## config.mk

```make
export PLATFORM = sky130hd
export DESIGN_NAME = dot_product_pipe_flat
export DESIGN_NICKNAME = d
export VERILOG_FILES = /design/src/rtl/mm_pkg.sv /design/src/rtl/dot_product_pipe_if.sv /design/src/rtl/dp_adder_level.sv /design/src/rtl/dot_product_pipe.sv /design/src/flat_wrapper.sv
export SDC_FILE = /design/constraint.sdc
export NUM_CORES = 1
export LEC_CHECK = 0
export BUFFER_PORTS_ARGS = -buffer_cell sky130_fd_sc_hd__clkbuf_2
export CORE_MARGIN = 5
export CORE_UTILIZATION = 35
export DETAILED_ROUTE_END_ITERATION = 8
export SYNTH_ARGS = -nofsm -noshare
export SYNTH_HDL_FRONTEND = slang
export SYNTH_SLANG_ARGS = --single-unit
```

## constraint.sdc

```tcl
create_clock -name clk -period 3.8 [get_ports clk]
set_input_delay 0.19 -clock clk [delete_from_list [all_inputs] [get_ports clk]]
set_output_delay 0.19 -clock clk [all_outputs]
set_load 0.02 [all_outputs]
```

## src/rtl/mm_pkg.sv

```systemverilog
// Shared definitions for the matrix_mult datapath: dimension defaults,
// element widths, tag layout and small width/slicing helpers.
package mm_pkg;

  // Dimension defaults: A is M x N, B is N x O, C is M x O.
  localparam int unsigned DefM    = 8;
  localparam int unsigned DefLogM = 3;
  localparam int unsigned DefN    = 4;
  localparam int unsigned DefLogN = 2;
  localparam int unsigned DefO    = 8;
  localparam int unsigned DefLogO = 3;

  // Element widths, all signed two's complement.
  localparam int unsigned DefInputWidth  = 4;
  localparam int unsigned DefWeightWidth = 8;
  localparam int unsigned DefOutputWidth = 16;

  // Tag carried alongside each dot product: {batch index, output-feature index}.
  localparam int unsigned DefTagWidth = DefLogM + DefLogO;

  typedef struct packed {
    logic [DefLogM-1:0] batch;
    logic [DefLogO-1:0] o;
  } tag_t;

  // Widest packed row the slicing helper accepts.
  localparam int unsigned ElemBusW = 256;

  // Full-precision width of one element product.
  function automatic int unsigned prod_width(input int unsigned in_w, input int unsigned wt_w);
    return in_w + wt_w;
  endfunction

  // Full-precision width after a log_n-level pairwise adder tree.
  function automatic int unsigned sum_width(input int unsigned in_w, input int unsigned wt_w,
                                            input int unsigned log_n);
    return in_w + wt_w + log_n;
  endfunction

  // Element k of a packed row with w-bit elements, sign-extended to 32 bits.
  function automatic logic signed [31:0] elem_at(input logic [ElemBusW-1:0] bus,
                                                 input int unsigned k, input int unsigned w);
    logic [31:0] raw;
    raw = 32'(bus >> (k * w));
    return $signed(raw << (32 - w)) >>> (32 - w);
  endfunction

endpackage

```

## src/rtl/dot_product_pipe_if.sv

```systemverilog
// Request/result bundle between the read-address stage, the dot-product pipe
// and the row assembly. The producer/consumer side uses master, the pipe slave.
interface dot_product_pipe_if #(
  parameter int unsigned INPUT_FEATURES = mm_pkg::DefN,
  parameter int unsigned INPUT_WIDTH    = mm_pkg::DefInputWidth,
  parameter int unsigned WEIGHT_WIDTH   = mm_pkg::DefWeightWidth,
  parameter int unsigned OUTPUT_WIDTH   = mm_pkg::DefOutputWidth,
  parameter int unsigned TAG_WIDTH      = mm_pkg::DefTagWidth
);

  logic                                   advance;
  logic                                   in_valid;
  logic [INPUT_FEATURES*INPUT_WIDTH-1:0]  inputData;
  logic [INPUT_FEATURES*WEIGHT_WIDTH-1:0] weightData;
  logic [TAG_WIDTH-1:0]                   in_tag;
  logic                                   out_valid;
  logic [OUTPUT_WIDTH-1:0]                out_data;
  logic [TAG_WIDTH-1:0]                   out_tag;
  logic                                   out_sat;

  modport master (
    output advance, in_valid, inputData, weightData, in_tag,
    input  out_valid, out_data, out_tag, out_sat
  );

  modport slave (
    input  advance, in_valid, inputData, weightData, in_tag,
    output out_valid, out_data, out_tag, out_sat
  );

endinterface

```

## src/rtl/dp_adder_level.sv

```systemverilog
// One registered level of the dot-product adder tree: adds adjacent lane
// pairs with one bit of growth and holds while advance_i is low.
module dp_adder_level #(
  parameter int unsigned Lanes   = 2,
  parameter int unsigned InWidth = 12
) (
  input  logic                                 clk_i,
  input  logic                                 rst_ni,
  input  logic                                 advance_i,
  input  logic [Lanes*InWidth-1:0]             in_i,
  output logic [(Lanes/2)*(InWidth+1)-1:0]     out_o
);

  localparam int unsigned OutLanes = Lanes / 2;
  localparam int unsigned OutWidth = InWidth + 1;

  logic [OutLanes*OutWidth-1:0] sum_d, sum_q;

  // Pairwise signed add of lanes 2j and 2j+1.
  always_comb begin
    sum_d = '0;
    for (int unsigned j = 0; j < OutLanes; j++) begin
      sum_d[j*OutWidth +: OutWidth] = OutWidth'($signed(in_i[(2*j)*InWidth +: InWidth]))
                                    + OutWidth'($signed(in_i[(2*j+1)*InWidth +: InWidth]));
    end
  end

  // Level register: synchronous clear, hold on stall.
  always_ff @(posedge clk_i) begin
    if (!rst_ni) begin
      sum_q <= '0;
    end else if (advance_i) begin
      sum_q <= sum_d;
    end
  end

  assign out_o = sum_q;

endmodule

```

## src/rtl/dot_product_pipe.sv

```systemverilog
// Pipelined signed dot product: multiply stage, LOG_INPUT_FEATURES adder
// levels and a saturating output register, with the valid/tag pair shifted
// alongside so each result leaves with its (batch, o) position.
module dot_product_pipe
  import mm_pkg::*;
#(
  parameter int unsigned INPUT_FEATURES     = DefN,
  parameter int unsigned LOG_INPUT_FEATURES = DefLogN,
  parameter int unsigned INPUT_WIDTH        = DefInputWidth,
  parameter int unsigned WEIGHT_WIDTH       = DefWeightWidth,
  parameter int unsigned OUTPUT_WIDTH       = DefOutputWidth,
  parameter int unsigned TAG_WIDTH          = DefTagWidth
) (
  input logic               clk,
  input logic               rst,
  dot_product_pipe_if.slave bus
);

  localparam int unsigned Lanes   = 1 << LOG_INPUT_FEATURES;
  localparam int unsigned ProdW   = prod_width(INPUT_WIDTH, WEIGHT_WIDTH);
  localparam int unsigned SumW    = sum_width(INPUT_WIDTH, WEIGHT_WIDTH, LOG_INPUT_FEATURES);
  localparam int unsigned Latency = LOG_INPUT_FEATURES + 2;

  // Bit offset of tree level lvl inside the flat tree vector; level 0 holds
  // the products, level LOG_INPUT_FEATURES the single final sum.
  function automatic int unsigned level_offset(input int unsigned lvl);
    int unsigned off;
    off = 0;
    for (int unsigned j = 0; j < lvl; j++) begin
      off += (Lanes >> j) * (ProdW + j);
    end
    return off;
  endfunction

  localparam int unsigned TreeW = level_offset(LOG_INPUT_FEATURES + 1);

  logic [Lanes*ProdW-1:0]  prod_d, prod_q;
  logic [TreeW-1:0]        tree;
  logic signed [SumW-1:0]  sum;
  logic [OUTPUT_WIDTH-1:0] sat_data;
  logic                    sat_flag;

  logic [Latency-1:0]      vld_d, vld_q;
  logic [TAG_WIDTH-1:0]    tag_d [Latency];
  logic [TAG_WIDTH-1:0]    tag_q [Latency];
  logic [OUTPUT_WIDTH-1:0] out_data_d, out_data_q;
  logic                    out_sat_d, out_sat_q;

  // Per-lane signed products; padding lanes beyond INPUT_FEATURES stay zero.
  // ProdW always holds (-2^(a-1)) * (-2^(b-1)) without wrapping.
  always_comb begin
    prod_d = '0;
    for (int unsigned k = 0; k < Lanes; k++) begin
      if (k < INPUT_FEATURES) begin
        prod_d[k*ProdW +: ProdW] =
          ProdW'(elem_at(ElemBusW'(bus.inputData), k, INPUT_WIDTH)
               * elem_at(ElemBusW'(bus.weightData), k, WEIGHT_WIDTH));
      end
    end
  end

  // Multiply stage register.
  always_ff @(posedge clk) begin
    if (!rst) begin
      prod_q <= '0;
    end else if (bus.advance) begin
      prod_q <= prod_d;
    end
  end

  assign tree[0 +: Lanes*ProdW] = prod_q;

  for (genvar i = 0; i < LOG_INPUT_FEATURES; i++) begin : g_level
    dp_adder_level #(
      .Lanes   (Lanes >> i),
      .InWidth (ProdW + i)
    ) u_level (
      .clk_i     (clk),
      .rst_ni    (rst),
      .advance_i (bus.advance),
      .in_i      (tree[level_offset(i) +: (Lanes >> i) * (ProdW + i)]),
      .out_o     (tree[level_offset(i + 1) +: (Lanes >> (i + 1)) * (ProdW + i + 1)])
    );
  end

  assign sum = $signed(tree[level_offset(LOG_INPUT_FEATURES) +: SumW]);

  if (SumW <= OUTPUT_WIDTH) begin : g_extend
    assign sat_data = OUTPUT_WIDTH'(sum);
    assign sat_flag = 1'b0;
  end else begin : g_clamp
    localparam logic signed [SumW-1:0] SatMax =
      {{(SumW - OUTPUT_WIDTH + 1){1'b0}}, {(OUTPUT_WIDTH - 1){1'b1}}};
    localparam logic signed [SumW-1:0] SatMin =
      {{(SumW - OUTPUT_WIDTH + 1){1'b1}}, {(OUTPUT_WIDTH - 1){1'b0}}};

    // Clamp the full-width sum into the signed output range.
    always_comb begin
      sat_flag = 1'b0;
      sat_data = sum[OUTPUT_WIDTH-1:0];
      if (sum > SatMax) begin
        sat_data = SatMax[OUTPUT_WIDTH-1:0];
        sat_flag = 1'b1;
      end else if (sum < SatMin) begin
        sat_data = SatMin[OUTPUT_WIDTH-1:0];
        sat_flag = 1'b1;
      end
    end
  end

  // Next state of the valid/tag shift register and the output register.
  always_comb begin
    vld_d      = {vld_q[Latency-2:0], bus.in_valid};
    tag_d[0]   = bus.in_tag;
    for (int unsigned i = 1; i < Latency; i++) begin
      tag_d[i] = tag_q[i-1];
    end
    out_data_d = sat_data;
    out_sat_d  = sat_flag;
  end

  // Valid/tag shift and output register; reset beats advance.
  always_ff @(posedge clk) begin
    if (!rst) begin
      vld_q      <= '0;
      tag_q      <= '{default: '0};
      out_data_q <= '0;
      out_sat_q  <= 1'b0;
    end else if (bus.advance) begin
      vld_q      <= vld_d;
      tag_q      <= tag_d;
      out_data_q <= out_data_d;
      out_sat_q  <= out_sat_d;
    end
  end

  assign bus.out_valid = vld_q[Latency-1];
  assign bus.out_tag   = tag_q[Latency-1];
  assign bus.out_data  = out_data_q;
  assign bus.out_sat   = out_sat_q;

endmodule

```

## src/flat_wrapper.sv

```systemverilog
// flat-port wrapper written by rule: the top's interface ports become plain ports
module dot_product_pipe_flat import mm_pkg::*;
#(
  parameter int unsigned INPUT_FEATURES     = DefN,
  parameter int unsigned LOG_INPUT_FEATURES = DefLogN,
  parameter int unsigned INPUT_WIDTH        = DefInputWidth,
  parameter int unsigned WEIGHT_WIDTH       = DefWeightWidth,
  parameter int unsigned OUTPUT_WIDTH       = DefOutputWidth,
  parameter int unsigned TAG_WIDTH          = DefTagWidth
)
  (clk, rst, bus_advance, bus_in_valid, bus_inputData, bus_weightData, bus_in_tag, bus_out_valid, bus_out_data, bus_out_tag, bus_out_sat);
  dot_product_pipe_if #(.INPUT_FEATURES(INPUT_FEATURES), .INPUT_WIDTH(INPUT_WIDTH), .WEIGHT_WIDTH(WEIGHT_WIDTH), .OUTPUT_WIDTH(OUTPUT_WIDTH), .TAG_WIDTH(TAG_WIDTH)) bus_i ();
  input logic clk;
  input logic rst;
  input wire logic [$bits(bus_i.advance)-1:0] bus_advance;
  input wire logic [$bits(bus_i.in_valid)-1:0] bus_in_valid;
  input wire logic [$bits(bus_i.inputData)-1:0] bus_inputData;
  input wire logic [$bits(bus_i.weightData)-1:0] bus_weightData;
  input wire logic [$bits(bus_i.in_tag)-1:0] bus_in_tag;
  output wire logic [$bits(bus_i.out_valid)-1:0] bus_out_valid;
  output wire logic [$bits(bus_i.out_data)-1:0] bus_out_data;
  output wire logic [$bits(bus_i.out_tag)-1:0] bus_out_tag;
  output wire logic [$bits(bus_i.out_sat)-1:0] bus_out_sat;
  assign bus_i.advance = bus_advance;
  assign bus_i.in_valid = bus_in_valid;
  assign bus_i.inputData = bus_inputData;
  assign bus_i.weightData = bus_weightData;
  assign bus_i.in_tag = bus_in_tag;
  assign bus_out_valid = bus_i.out_valid;
  assign bus_out_data = bus_i.out_data;
  assign bus_out_tag = bus_i.out_tag;
  assign bus_out_sat = bus_i.out_sat;
  dot_product_pipe #(.INPUT_FEATURES(INPUT_FEATURES), .LOG_INPUT_FEATURES(LOG_INPUT_FEATURES), .INPUT_WIDTH(INPUT_WIDTH), .WEIGHT_WIDTH(WEIGHT_WIDTH), .OUTPUT_WIDTH(OUTPUT_WIDTH), .TAG_WIDTH(TAG_WIDTH)) u_core (.clk(clk), .rst(rst), .bus(bus_i));
endmodule
```

# Word level (Yosys, flattened, before mapping)
# Index checks and enable logic that the tools add are counted.
dict set report word_totals {
  output_inout_bits 24
  memories 0
  latch_bits 0
  inputBits 58
  mem_bits_rw 0
  mem_bits_ro 0
  reg_bits 130
}
dict set report classes {
  n_lt_le_gt_ge 0
  div 0
  addsub 3
  n_bitwise 0
  eq_ne 0
  n_reduce_logical 0
  muxes 0
  n_shift 0
  n_mul 4
}
# cell count
set ops {}
lappend ops {{$mul A4 B8 Y12} 4}
lappend ops {{$add A12 B12 Y13} 2}
lappend ops {{$add A13 B13 Y14} 1}

# Depth between registers and ports, before layout
dict set report depth {
  ltp_word 1
  depth_mapped 14
}

# Cells and area by module
# From an unflattened synthesis, not the netlist that was laid out.
dict set report hier_totals {
  cells_unflattened 1144
  hier_area_um2 10786.6
}
# mod area_per_inst_um2 instances cells_each
set by_module_without_submodules {}
lappend by_module_without_submodules {dot_product_pipe 7663.6 1 773}
lappend by_module_without_submodules {{dp_adder_level at u_core.g_level[0].u_level} 1973.1 1 230}
lappend by_module_without_submodules {{dp_adder_level at u_core.g_level[1].u_level} 1149.9 1 141}

# Worst setup path before layout
# Ideal clock, no wire load.
dict set report synth_timing {
  kind {input-to-reg}
  start {in bus_weightData[8]}
  end {reg u_core.prod_q[23]}
  stages 13
  t_arrival_ps 3311
  setup_slack_ps 368
  path_buffers 0
  setup_time_ps 122
  path_cell_list {nand2b_1 fa_1 fa_1 inv_1 fa_1 ha_1 fa_1 a211oi_1 nor2_1 o211ai_1 nor2b_1 xnor2_1 a21oi_1}
}
dict set report synth_between {
  elab_chain_len 1
}
# element line_no
set synth_lines {}
lappend synth_lines {{start, declared} flat_wrapper.sv:18} ;# input wire logic [$bits(bus_i.weightData)-1:0] bus_weightData;
lappend synth_lines {{$mul A4 B8 Y12} dot_product_pipe.sv:57} ;# * elem_at(ElemBusW'(bus.weightData), k, WEIGHT_WIDTH));
lappend synth_lines {{end signal, assigned} dot_product_pipe.sv:67} ;# prod_q <= prod_d;
lappend synth_lines {{end, declared} dot_product_pipe.sv:37} ;# logic [Lanes*ProdW-1:0] prod_d, prod_q;
# No other way between the ends.
# A chain may end at the register's enable or synchronous reset.

# Worst setup path after layout
# Same ends and word-level chain as after synthesis.

==> summary.md <==
| Metric | Value |
|---|---|
| CTS Buffer Depth | 2 |
| Power per cell area | 439 nW/um^2 |
| Yosys top cell by area | dfxtp_1 |
| Largest net degree at the start of global routing | 80 |
| Type of the worst min-delay path | in2reg |
| Core footprint | 29600 um^2 |
| Peak supply drop | 0.265 mV |
| Sw Ratio | 33.5% |
| Area contributors post-synth | dfxtp_1 (25%), ha_1 (14%), fa_1 (14%) |
| Final period util | 86.9% |
| Async S/R FF share, synth | 0% |
| Top-count cell post-synth | dfxtp_1 |
| Later-pin clock latency in the skew report | 0.41 ns |
| Peak Freq | 303 MHz |
| Most instantiated cells after synthesis | dfxtp_1 (130), ha_1 (117), nor2b_1 (115) |
| Final Max Slew Viols | 0 |
| Worst Setup End Kind | flop |
| Synth cell types | 65 |
| Post-cts sizing count | 0 |
| Seq pwr share | 31.6% |
| Post-synth EDFFs | 0 |
| Placed Area | 11300 um^2 |
| Fin crit period | 3.30 ns |
| Setup TNS | 0 ns |
| Wire length per cell | 13.4 um |
| Arrival @ worst endpoint | 3.58 ns |
| Die Height | 183 um |
| Final setup vio count | 0 |
| CTS sink cnt | 130 |
| Post-Syn Nets | 1345 |
| Clock Power Share | 32.5% |
| Post-synthesis sequential area ratio | 24.8% |
| NetSw | 0.00175 W |
| Final Routed Wirelength | 21.1 mm |
| Starting Density | 35.5% |
| CP startpoint kind | input pin |
| Max H-tree Level | 4 |
| IO Pins | 82 |
| Max-cap violations | 0 |
| Slowest cell on crit path | fa_1 |
| Layout cells sized above 1 | 11.9% |
| Crit-path max cell delay | 0.56 ns |
| Synthesized area | 10500 um^2 |
| Post-synth top flop | dfxtp_1 |
| Syn-to-layout area delta | 13.1% |
| Chip width | 183 um |
| Pre-antenna DRT Iters | 4 |
| Die area | 33600 um^2 |
| Internal power | 0.00347 W |
| Setup CP Type | in2reg |
| Clock transition at path regs | 0.06 ns |
| DRC Markers | 0 |
| TritonCTS Buffers | 17 |
| Final instance area | 11900 um^2 |
| Synth top area share | 24.8% |
| Vias per inst | 4.79 |
| Yosys warnings | 0 |
| Antenna violations before repair | 0 |
| Filler cell count | 3037 |
| Crit path required time | 4.07 ns |
| CTS root buffer | clkbuf_16 |
| DP HPWL | 16.4 mm |
| Final hold vios | 0 |
| CTS tree | done |
| Mean post-synth cell area | 9.56 um^2 |
| Total grt overflow | 0 |
| Delay-heaviest family, CP | adder cells |
| Crit path cell chain | clkbuf_2, nand2b_1, fa_1, fa_1, inv_1, fa_1, ha_1, fa_1, a211oi_1, nor2_1, o211ai_1, nor2b_1, xnor2_1, a21oi_1 |
| Gate power share | 35.9% |
| DR vias | 7544 |
| GPL Wtd Cong | 0.817 |
| Post-CTS setup buffer count | 0 |
| DRT antenna net count | 0 |
| Least-Margin Pin Slew | 0.689 ns |
| Vias in the first global route | 7391 |
| Synth Register Bits | 130 |
| Crit-path max FO | 4 |
| ANT cells | 0 |
| Global-route wire length before repair | 36.4 mm |
| Flop2flop setup slack | 1.58 ns |
| Total GRT Usage | 12.9% |
| WP buf/inv | 2 |
| Most used cell, CP | fa_1 |
| Post-Syn Instances | 1099 |
| Cts hold-fix bufs | 0 |
| Final nets | 1418 |
| Port Buf Inserts | 80 |
| Final Skew | 0.00903 ns |
| RSZ-0062 raised after global routing | no |
| Status | finished clean |
| Row cnt | 63 |
| Pleak | 5.50 nW |
| Number of DRC markers in iteration 0 | 255 |
| Slew headroom | 54.0% |
==> final cells by class <==
class | count | area, um^2 | share of cell area (%)
inverter | 64 | 240 | 2.02
clock inverter | 14 | 178 | 1.49
sequential | 130 | 2600 | 21.9
tap | 390 | 488 | 4.10
timing repair buffer | 93 | 507 | 4.26
multi-input combinational | 866 | 7430 | 62.5
clock buffer | 18 | 439 | 3.69
==> power by group through the flow <==
| stage | registers [W] | logic (W) | clock network (W) |
|---|---|---|---|
| final | 0.00165 | 0.00187 | 0.00169 |
| after global routing | 0.00167 | 0.00217 | 0.00180 |
| after CTS | 0.00165 | 0.00191 | 0.00175 |
| after detailed placement | 0.00168 | 0.00188 | 0 |
| after global placement | 0.00168 | 0.00187 | 0 |
| after floorplan | 0.00164 | 0.00149 | 0 |
==> state kept, by name, indices dropped and copies added (netlist names) <==
| signal | count |
|---|---|
| u_core.g_level.u_level.out_o | 40 |
| u_core.prod_q | 48 |
| u_core.vld_q | 4 |
| u_core.tag_d | 18 |
| u_core.bus.out_data | 14 |
| u_core.bus.out_tag | 6 |
==> layout by cell type, fill, tap and decap left out, types with 5 or more instances in the layout <==
| cell type | netlist | final |
|---|---|---|
| a211oi_1 | 7 | 7 |
| xnor2_1 | 38 | 38 |
| nor3_1 | 13 | 13 |
| fa_1 | 71 | 71 |
| a21o_1 | 10 | 10 |
| clkbuf_16 | 0 | 17 |
| mux2i_1 | 74 | 74 |
| nor2b_1 | 115 | 115 |
| mux2_2 | 5 | 5 |
| and2_1 | 70 | 70 |
| a21oi_1 | 47 | 47 |
| o211a_1 | 7 | 7 |
| dfxtp_1 | 130 | 130 |
| buf_4 | 3 | 14 |
| xor2_1 | 19 | 19 |
| nand2_1 | 60 | 60 |
| clkbuf_2 | 0 | 78 |
| ha_1 | 117 | 117 |
| nor2_1 | 28 | 28 |
| o21ai_0 | 25 | 25 |
| nand2b_1 | 15 | 15 |
| nand3_1 | 26 | 26 |
| inv_1 | 63 | 63 |
| o21a_1 | 22 | 22 |
| nand4_1 | 6 | 6 |
| o21ai_1 | 24 | 24 |
==> kinds of logic (layout without fill, tap and decap cells) <==
family | Yosys count | count (layout) | synth area share (%)
AND/OR/NAND/NOR | 354 | 354 | 18.9
adder cells (fa/ha/maj) | 188 | 188 | 27.4
AO/OA/AOI/OAI | 186 | 186 | 11.8
flip-flops | 130 | 130 | 24.8
buffers and inverters | 103 | 189 | 4.52
multiplexers | 80 | 80 | 7.73
XOR/XNOR | 57 | 57 | 4.75
other | 1 | 1 | 0.0357
==> final timing paths <==
path	to	cells after the start	startpoint
max	u_core.prod_q[23]$_SDFFE_PN0P_	14	bus_weightData[8]
min	u_core.tag_d[17]$_SDFFE_PN0P_	3	bus_in_tag[5]
max reg2reg	u_core.g_level[1].u_level.out_o[12]$_SDFFE_PN0P_	9	u_core.g_level[0].u_level.out_o[13]$_SDFFE_PN0P_
min reg2reg	u_core.prod_q[20]$_SDFFE_PN0P_	2	u_core.prod_q[20]$_SDFFE_PN0P_
==> worst register-to-register path, cell delays in order (launching register included) <==
cell and delay [ns]:
dfxtp_1 0.37, ha_1 0.18, inv_1 0.05, fa_1 0.42, nor2b_4 0.15, o31a_1 0.19, o31a_1 0.20, o31ai_4 0.08
a2111o_1 0.41, o211ai_1 0.10
==> stage by stage <==
| stage | std cells | hold slack (ns) | utilization (%) | power (W) | setup slack [ns] |
|---|---|---|---|---|---|
| finish | 1575 | 0.0427 | 40.1 | 0.00522 | 0.498 |
| global route | 1575 | 0.0436 | 40.1 | 0.00564 | 0.244 |
| CTS | 1575 | 0.0212 | 40.1 | 0.00531 | 0.488 |
| global placement | 1543 | 0.446 | 38.0 | 0.00355 | 0.116 |
| detailed placement | 1543 | 0.453 | 38.0 | 0.00356 | 0.0455 |
| floorplan | 1099 | 0.359 | - | 0.00313 | 0.368 |
==> per-layer routing <==
metal	up-vias	part of all wire, %	GRT usage [%]	wire (um)
met4	0	1.5	3.58	312
met3	17	2.5	1.71	536
met1	3529	51	18.4	10700
met2	82	45	20.5	9530
li1	3916	-	-	-
met5	-	0	0	0
No activity file was read; power rests on OpenSTA's default activity.
